--- src/rtl/i2s_rx_if.sv ---
// I2S receiver bundle: serial pins in, decoded sample words and status pulses out.
// master is the receiver side; slave is whatever drives the pins and consumes words.
interface i2s_rx_if #(
  parameter int WIDTH = 16
) ();
  logic             sclk;
  logic             lrclk;
  logic             sdin;
  logic [WIDTH-1:0] left;
  logic [WIDTH-1:0] right;
  logic             valid;
  logic             chan;
  logic             frame_err;

  // valid and frame_err are single-clk strobes with no back-pressure: the
  // consumer must take left/right/chan in the cycle the strobe is high.
  modport master (
    input  sclk, lrclk, sdin,
    output left, right, valid, chan, frame_err
  );

  modport slave (
    output sclk, lrclk, sdin,
    input  left, right, valid, chan, frame_err
  );
endinterface

--- src/rtl/i2s_rx.sv ---
// I2S receiver: oversamples sclk/lrclk/sdin in the clk domain and assembles
// MSB-first words into left/right registers, flagging slots cut short by lrclk.
module i2s_rx #(
  parameter int WIDTH = 16
) (
  input  logic       clk,
  input  logic       reset,
  i2s_rx_if.master   bus,
  output logic [1:0] dbg_state
);
  localparam int CW = $clog2(WIDTH + 1);

  typedef enum logic [1:0] {
    IDLE  = 2'd0,
    DELAY = 2'd1,
    SHIFT = 2'd2,
    HOLD  = 2'd3
  } state_t;

  logic sclk_s1, sclk_s2, sclk_d;
  logic lr_s1, lr_s2;
  logic sd_s1, sd_s2;

  state_t           state_q, state_n;
  logic [CW-1:0]    cnt_q, cnt_n;
  logic [WIDTH-1:0] shreg_q, shreg_n;
  logic             cur_ch_q, cur_ch_n;
  logic             lr_prev_q, lr_prev_n;
  logic [WIDTH-1:0] left_q, left_n;
  logic [WIDTH-1:0] right_q, right_n;
  logic             valid_q, valid_n;
  logic             chan_q, chan_n;
  logic             err_q, err_n;

  logic             rise;
  logic             lr_change;
  logic [WIDTH-1:0] shifted;

  // All three pins share the same two-stage depth so lrclk/sdin stay aligned
  // with the detected sclk edge.
  always_ff @(posedge clk or posedge reset) begin
    if (reset) begin
      sclk_s1 <= 1'b0;
      sclk_s2 <= 1'b0;
      sclk_d  <= 1'b0;
      lr_s1   <= 1'b0;
      lr_s2   <= 1'b0;
      sd_s1   <= 1'b0;
      sd_s2   <= 1'b0;
    end else begin
      sclk_s1 <= bus.sclk;
      sclk_s2 <= sclk_s1;
      sclk_d  <= sclk_s2;
      lr_s1   <= bus.lrclk;
      lr_s2   <= lr_s1;
      sd_s1   <= bus.sdin;
      sd_s2   <= sd_s1;
    end
  end

  assign rise      = sclk_s2 & ~sclk_d;
  assign lr_change = (lr_s2 != lr_prev_q);
  assign shifted   = {shreg_q[WIDTH-2:0], sd_s2};

  always_comb begin
    state_n   = state_q;
    cnt_n     = cnt_q;
    shreg_n   = shreg_q;
    cur_ch_n  = cur_ch_q;
    lr_prev_n = lr_prev_q;
    left_n    = left_q;
    right_n   = right_q;
    valid_n   = 1'b0;
    chan_n    = chan_q;
    err_n     = 1'b0;

    if (rise) begin
      lr_prev_n = lr_s2;
      case (state_q)
        IDLE: begin
          if (lr_change) begin
            cur_ch_n = lr_s2;
            cnt_n    = '0;
            state_n  = DELAY;
          end
        end

        // The bit on the lrclk-change rise belongs to the previous slot; the
        // rise after it carries the MSB, so it is loaded here as bit one.
        DELAY: begin
          if (lr_change) begin
            err_n    = 1'b1;
            cur_ch_n = lr_s2;
            cnt_n    = '0;
          end else begin
            shreg_n = {{(WIDTH-1){1'b0}}, sd_s2};
            cnt_n   = CW'(1);
            state_n = SHIFT;
          end
        end

        // In standard framing the LSB arrives on the same rise that reveals
        // the next lrclk level, so the word is completed before the change
        // is acted on.
        SHIFT: begin
          shreg_n = shifted;
          cnt_n   = cnt_q + CW'(1);
          if (cnt_q == CW'(WIDTH - 1)) begin
            valid_n = 1'b1;
            chan_n  = cur_ch_q;
            if (cur_ch_q) right_n = shifted;
            else          left_n  = shifted;
            if (lr_change) begin
              cur_ch_n = lr_s2;
              cnt_n    = '0;
              state_n  = DELAY;
            end else begin
              state_n = HOLD;
            end
          end else if (lr_change) begin
            err_n    = 1'b1;
            cur_ch_n = lr_s2;
            cnt_n    = '0;
            state_n  = DELAY;
          end
        end

        HOLD: begin
          if (lr_change) begin
            cur_ch_n = lr_s2;
            cnt_n    = '0;
            state_n  = DELAY;
          end
        end

        default: state_n = IDLE;
      endcase
    end
  end

  always_ff @(posedge clk or posedge reset) begin
    if (reset) begin
      state_q   <= IDLE;
      cnt_q     <= '0;
      shreg_q   <= '0;
      cur_ch_q  <= 1'b0;
      lr_prev_q <= 1'b0;
      left_q    <= '0;
      right_q   <= '0;
      valid_q   <= 1'b0;
      chan_q    <= 1'b0;
      err_q     <= 1'b0;
    end else begin
      state_q   <= state_n;
      cnt_q     <= cnt_n;
      shreg_q   <= shreg_n;
      cur_ch_q  <= cur_ch_n;
      lr_prev_q <= lr_prev_n;
      left_q    <= left_n;
      right_q   <= right_n;
      valid_q   <= valid_n;
      chan_q    <= chan_n;
      err_q     <= err_n;
    end
  end

  assign bus.left      = left_q;
  assign bus.right     = right_q;
  assign bus.valid     = valid_q;
  assign bus.chan      = chan_q;
  assign bus.frame_err = err_q;
  assign dbg_state     = state_q;
endmodule
--- src/flat_wrapper.sv ---
// flat-port wrapper written by rule: the top's interface ports become plain ports
module i2s_rx_flat 
#(
  parameter int WIDTH = 16
)
  (clk, reset, dbg_state, bus_sclk, bus_lrclk, bus_sdin, bus_left, bus_right, bus_valid, bus_chan, bus_frame_err);
  i2s_rx_if #(.WIDTH(WIDTH)) bus_i ();
  input  logic clk;
  input  logic reset;
  output logic [1:0] dbg_state;
  input wire logic [$bits(bus_i.sclk)-1:0] bus_sclk;
  input wire logic [$bits(bus_i.lrclk)-1:0] bus_lrclk;
  input wire logic [$bits(bus_i.sdin)-1:0] bus_sdin;
  output wire logic [$bits(bus_i.left)-1:0] bus_left;
  output wire logic [$bits(bus_i.right)-1:0] bus_right;
  output wire logic [$bits(bus_i.valid)-1:0] bus_valid;
  output wire logic [$bits(bus_i.chan)-1:0] bus_chan;
  output wire logic [$bits(bus_i.frame_err)-1:0] bus_frame_err;
  assign bus_i.sclk = bus_sclk;
  assign bus_i.lrclk = bus_lrclk;
  assign bus_i.sdin = bus_sdin;
  assign bus_left = bus_i.left;
  assign bus_right = bus_i.right;
  assign bus_valid = bus_i.valid;
  assign bus_chan = bus_i.chan;
  assign bus_frame_err = bus_i.frame_err;
  i2s_rx #(.WIDTH(WIDTH)) u_core (.clk(clk), .reset(reset), .bus(bus_i), .dbg_state(dbg_state));
endmodule
--- config.mk ---
export PLATFORM = sky130hd
export DESIGN_NAME = i2s_rx_flat
export DESIGN_NICKNAME = d
export VERILOG_FILES = /design/src/rtl/i2s_rx_if.sv /design/src/rtl/i2s_rx.sv /design/src/flat_wrapper.sv
export SDC_FILE = /design/constraint.sdc
export NUM_CORES = 1
export LEC_CHECK = 0
export ABC_AREA = 1
export ABC_CLOCK_PERIOD_IN_PS = 5100
export BUFFER_PORTS_ARGS = -buffer_cell sky130_fd_sc_hd__buf_2
export CAP_MARGIN = 20
export CORE_MARGIN = 1
export CORE_UTILIZATION = 60
export DETAILED_ROUTE_END_ITERATION = 6
export GPL_ROUTABILITY_DRIVEN = 1
export GPL_TIMING_DRIVEN = 0
export HOLD_SLACK_MARGIN = 0.12
export MAX_ROUTING_LAYER = met4
export PLACE_DENSITY = 0.85
export SLEW_MARGIN = 10
export SYNTH_ARGS = -nofsm -noshare
export SYNTH_HDL_FRONTEND = slang
export SYNTH_SLANG_ARGS = --single-unit
--- constraint.sdc ---
create_clock -name clk -period 5.1 [get_ports clk]
set_clock_uncertainty 0.2 [all_clocks]
set_input_delay 0.51 -clock clk [delete_from_list [all_inputs] [get_ports clk]]
set_output_delay 0.51 -clock clk [all_outputs]
set_load 0.01 [all_outputs]
# --- Word-level counts from Yosys, hierarchy flattened ---
# Index checks and enable logic that the tools add are counted.
# W data, S select, Z words.
totals:
  latch_bits: 0
  wordCells: 60
  mem_bits_rw: 0
  n_memories: 0
  inputBits: 5
  register_bits: 66
  mem_bits_ro: 0
op_classes:
  bitwise_logic: 3
  n_reduce_logical: 11
  shifts: 0
  magnitude_cmp: 0
  n_div: 0
  n_eq_ne: 8
  n_mux: 20
  addsub: 1
  multipliers: 0
op_table:
  columns: ["cell", "n"]
  rows:
  - ["$pmux W15 S2", 1]
  - ["$mux W15", 1]
  - ["$pmux W5 S3", 1]
  - ["$mux W5", 2]
  - ["$mux W1", 9]
  - ["$mux W2", 4]
  - ["$reduce_and A4 Y1", 2]
  - ["$pmux W2 S3", 1]
  - ["$reduce_and A2 Y1", 3]
  - ["$reduce_and A3 Y1", 2]
  - ["$add A5 B1 Y5 const B", 1]
  - ["$eq A5 B4 Y1 const B", 1]
  - ["$eq A2 B2 Y1 const B", 2]
  - ["$ne A2 B1 Y1 const B", 2]
  - ["$reduce_or A4 Y1", 1]
  - ["$eq A2 B1 Y1 const B", 1]
  - ["$logic_not A2 Y1", 1]
  - ["$ne A2 B2 Y1 const B", 1]
  - ["$not A1 Y1", 2]
  - ["$pmux W1 S2", 1]
  - ["$reduce_bool A2 Y1", 1]
  - ["$reduce_or A2 Y1", 1]
  - ["$and A1 B1 Y1", 1]
  - ["$ne A1 B1 Y1", 1]

# --- Longest topological paths before layout ---
depth:
  ltp_word: 5
  mapped_depth: 10

# --- Worst setup path before layout ---
# Ideal clock, no wire load.
synth_timing:
  kind: "register to register"
  from: "register u_core.cnt_q[0]"
  to: "register u_core.left_q[0] (netlist: u_core.bus.left[0])"
  stages_incl_launch_ff: 11
  period_less_slack_ns: 1.806
  slack_ns: 3.294
  required_time_ns: 4.782
  arrival_time_ns: 1.488
  path_buffers: 1
  cell_sequence: "dfrtp_1 -> ha_1 -> nand2_1 -> nor2_1 -> ha_1 -> nand2_1 -> nor2_4 -> nand2_4 -> buf_6 -> nand2_2 -> o21ai_2"
synth_via:
  elab_chain_cells: 2
synth_lines:
  columns: ["element", "line", "rtl"]
  rows:
  - ["start: declaration", "i2s_rx.sv:25", "logic [CW-1:0] cnt_q, cnt_n;"]
  - ["start signal: assignment", "i2s_rx.sv:155", "cnt_q <= cnt_n;"]
  - ["$eq A5 B4 Y1", "i2s_rx.sv:108", "if (cnt_q == CW'(WIDTH - 1)) begin"]
  - ["$reduce_and A4 Y1 (no line)", null, null]
  - ["end signal: assignment", "i2s_rx.sv:159", "left_q <= left_n;"]
  - ["end: declaration", "i2s_rx.sv:29", "logic [WIDTH-1:0] left_q, left_n;"]
# No other way between the ends.
# A chain may end at the register's enable or synchronous reset.

# --- Final worst setup path ---
layout_timing:
  from: "register u_core.cnt_q[0]"
  to: "register u_core.left_q[9] (netlist: u_core.bus.left[9])"
# The elaborated chain is that of the path after synthesis.

==> flow_metrics.tcl <==
set metrics [dict create \
    fp.dieH_um 71.1 \
    seq_total_area_yosys 0.576 \
    detail-route-antenna-nets 0 \
    fmax_mhz 494 \
    slew_violations 0 \
    hold_class "primary input to async pin" \
    synth_compound_area_frac 0.106 \
    initial_core_util 0.640 \
    detailedPlace.worstSlack_ns 3.07 \
    drt_first_pass_iters 6 \
    post_synth_num_cell_types 23 \
    drt_drc_violations_left 4 \
    power.sequential.fraction 0.461 \
    cts.repair.resized 0 \
    finalSetupViolations 0 \
    synth.ff_latch_count 66 \
    core_region_area_um2 4470 \
    grt_setup_unrepaired "false" \
    synth_top_family_by_area "simple AND/OR/NAND/NOR gates" \
    flow.area_growth_from_synthesis_pct 18.2 \
    numCtsBuffers 9 \
    num_antenna_cells 0 \
    report.final.hold_viol_count 0 \
    finalWeightedCongestion 0.835 \
    worst_slack_ns 3.08 \
    p_total_w 0.00126 \
    detail_route.iter0.violations 130 \
    dp.final_hpwl_mm 3.64 \
    antenna_violations_before_repair 0 \
    cts.clk_slew.worst_paths_ns 0.07 \
    post_route_cells_drive_above_1_share 0.295 \
    critical_path.startpoint_type "flip-flop" \
    failed_checks "DRC" \
    syn-mean-instance-area_um2 9.81 \
    yosys_warnings 0 \
    global_route_wire_length_before_repair_mm 9.91 \
    post_detailed_route_wirelength_per_cell_um 13.8 \
    post_synth_and_or_nand_nor_area_fraction 0.210 \
    ctsLongestPathBuffers 2 \
    clock_latency_ns 0.34 \
    max_slew.worst_pin.slew_ns 0.771 \
    finalCriticalPeriod_ns 2.02 \
    power_frac_clock 0.379 \
    synthXorXnorAreaFrac 0 \
    synthMuxAreaShare 0 \
    postSynthNetCount 304 \
    worstPathArrival_ns 2.06 \
    fp.dieW_um 71.1 \
    gr-total-overflow 0 \
    via_count_of_the_routed_design 2075 \
    stdcell_count 404 \
    syn_area_um2 2870 \
    switching_power_w 0.000367 \
    cts.sink_count 66 \
    fraction_of_the_mapped_netlist_area_in_adder_cells 0.0306 \
    grt_pass1_vias 2134 \
    htree_num_levels 3 \
    i_o_buffers 41 \
    placementRows 24 \
    internal-power_w 0.000897 \
    worst_slew_margin_rel 0.486 \
    totalWireLength_mm 5.56 \
    max_cap_violations 0 \
    switching_share 0.290 \
    tritoncts "built" \
    final_min_period_over_clock_period 0.397 \
    final_layout_net_count 359 \
    grt_usage 0.272 \
    layout.cells.most_common "sky130_fd_sc_hd__nand2_1" \
    power-per-cell-area_nw_per_um2 373 \
    timing.hold.ws_ns 0.105 \
    place.detailed.instances 385 \
    grt_max_degree 67 \
    critical_path_type "flip-flop to flip-flop" \
    share_comb_of_total_power 0.160 \
    cp_max_fo 10 \
    run_status "complete, but fails checks" \
    floorplan.io_pins 42 \
    cts_root_buf "sky130_fd_sc_hd__clkbuf_8" \
    via_per_inst 5.14 \
    vdd.ir_drop.worst_v 0.000251 \
    synthesis.instances 292 \
    post_cts.repair.setup_buffers 0 \
    timing.critical_path.to_type "flip-flop" \
    leakage_nw 1.80 \
    final_cell_mix "sky130_fd_sc_hd__nand2_1, sky130_fd_sc_hd__dfrtp_1, sky130_fd_sc_hd__buf_2, sky130_fd_sc_hd__inv_1, sky130_fd_sc_hd__o21ai_2" \
    setup_tns_ns 0 \
    die_area_um2 5060 \
    worst-endpoint-required_ns 5.14 \
]
cell families after synthesis:
group / after synthesis
AO/OA/AOI/OAI: 43
adder cells (fa/ha/maj): 7
buffers and inverters: 43
flip-flops: 66
AND/OR/NAND/NOR: 133
synthesized netlist by cell type:
master                     count  area, um2
sky130_fd_sc_hd__nand2_1     103        387
sky130_fd_sc_hd__dfrtp_1      66       1650
sky130_fd_sc_hd__inv_1        33        124
sky130_fd_sc_hd__o21ai_2      23        201
sky130_fd_sc_hd__o21ai_1       9       45.0
sky130_fd_sc_hd__nand3_1       8       40.0
sky130_fd_sc_hd__buf_6         7       78.8
sky130_fd_sc_hd__ha_1          7       87.6
sky130_fd_sc_hd__o21ai_0       7       35.0
sky130_fd_sc_hd__nand2_2       5       31.3
sky130_fd_sc_hd__a21oi_1       3       15.0
sky130_fd_sc_hd__nand2_4       3       33.8
sky130_fd_sc_hd__nor2_1        3       11.3
sky130_fd_sc_hd__nor2_4        3       33.8
sky130_fd_sc_hd__buf_4         2       15.0
sky130_fd_sc_hd__nand4_1       2       12.5
sky130_fd_sc_hd__nor3_1        2       10.0
sky130_fd_sc_hd__inv_2         1       3.75
sky130_fd_sc_hd__nand3_2       1       10.0
sky130_fd_sc_hd__nand3_4       1       17.5
sky130_fd_sc_hd__nand3b_1      1       7.51
sky130_fd_sc_hd__o21a_1        1       7.51
sky130_fd_sc_hd__or2_2         1       6.26
metal layers:
| layer | wire (um) | global-route usage | up-vias |
|---|---|---|---|
| li1 | - | - | 1025 |
| met1 | 2500 | 0.351 | 976 |
| met2 | 2720 | 0.407 | 69 |
| met3 | 275 | 0.0712 | 5 |
| met4 | 63 | 0.122 | 0 |
| met5 | 0 | - | - |
critical path: stages (launching register included):
cell and delay (ns):
sky130_fd_sc_hd__dfrtp_1 0.42, sky130_fd_sc_hd__ha_1 0.19, sky130_fd_sc_hd__nand2_1 0.08, sky130_fd_sc_hd__nor2_1 0.14, sky130_fd_sc_hd__ha_1 0.16, sky130_fd_sc_hd__nand2_1 0.10
sky130_fd_sc_hd__nor2_4 0.22, sky130_fd_sc_hd__nand2_4 0.10, sky130_fd_sc_hd__buf_6 0.16, sky130_fd_sc_hd__nand2_1 0.09, sky130_fd_sc_hd__o21ai_2 0.06
power groups by stage:
stage	combinational, W	sequential (W)	clock, W
finish	0.000202	0.000583	0.000479
global route	0.000234	0.000587	0.000505
CTS	0.000202	0.000583	0.000485
detailed placement	0.000196	0.000592	0
global placement	0.000190	0.000591	0
floorplan	0.000149	0.000590	0
flip-flops by register name, summed over array words and instances, names as in the netlist, 2 cells and up:
register,flops
u_core.dbg_state,2
u_core.shreg_q,15
u_core.bus.left,16
u_core.bus.right,16
u_core.cnt_q,5
timing repair:
action,in CTS,in global routing
hold buffers,3,0
hold endpoints to repair,3,0
endpoints found under the setup margin,0,0
layout make-up:
cell class / count / area (um2)
repair buffers: 44 / 235
fillers: 317 / 1090
inverters: 34 / 130
well taps: 52 / 65.1
plain buffers: 9 / 93.8
clock inverters: 6 / 91.3
flip-flops and latches: 66 / 1650
clock buffers: 10 / 128
multi-input cells: 183 / 992
final timing paths:
kind,from,to,slack (ns),cells past startpoint
min in group clk,u_core.sd_s1$_DFF_PP0_,u_core.sd_s2$_DFF_PP0_,0.15,0
hold / removal,reset,u_core.bus.left[1]$_DFFE_PP0P_,0.11,2
setup reg to reg,u_core.cnt_q[0]$_DFFE_PP0P_,u_core.bus.left[9]$_DFFE_PP0P_,3.08,10
hold reg to reg,u_core.sd_s1$_DFF_PP0_,u_core.sd_s2$_DFF_PP0_,0.15,0
max in group asynchronous,reset,u_core.cur_ch_q$_DFFE_PP0P_,4.08,2
setup / recovery,u_core.cnt_q[0]$_DFFE_PP0P_,u_core.bus.left[9]$_DFFE_PP0P_,3.08,10
stage by stage:
| step | utilization | cell area (um2) |
|---|---|---|
| after floorplan | - | 2870 |
| after global placement | 0.701 | 3140 |
| after detailed placement | 0.701 | 3140 |
| after CTS | 0.757 | 3390 |
| after global routing | 0.757 | 3390 |
| final | 0.757 | 3390 |
Power figures use the tool's default switching activity.
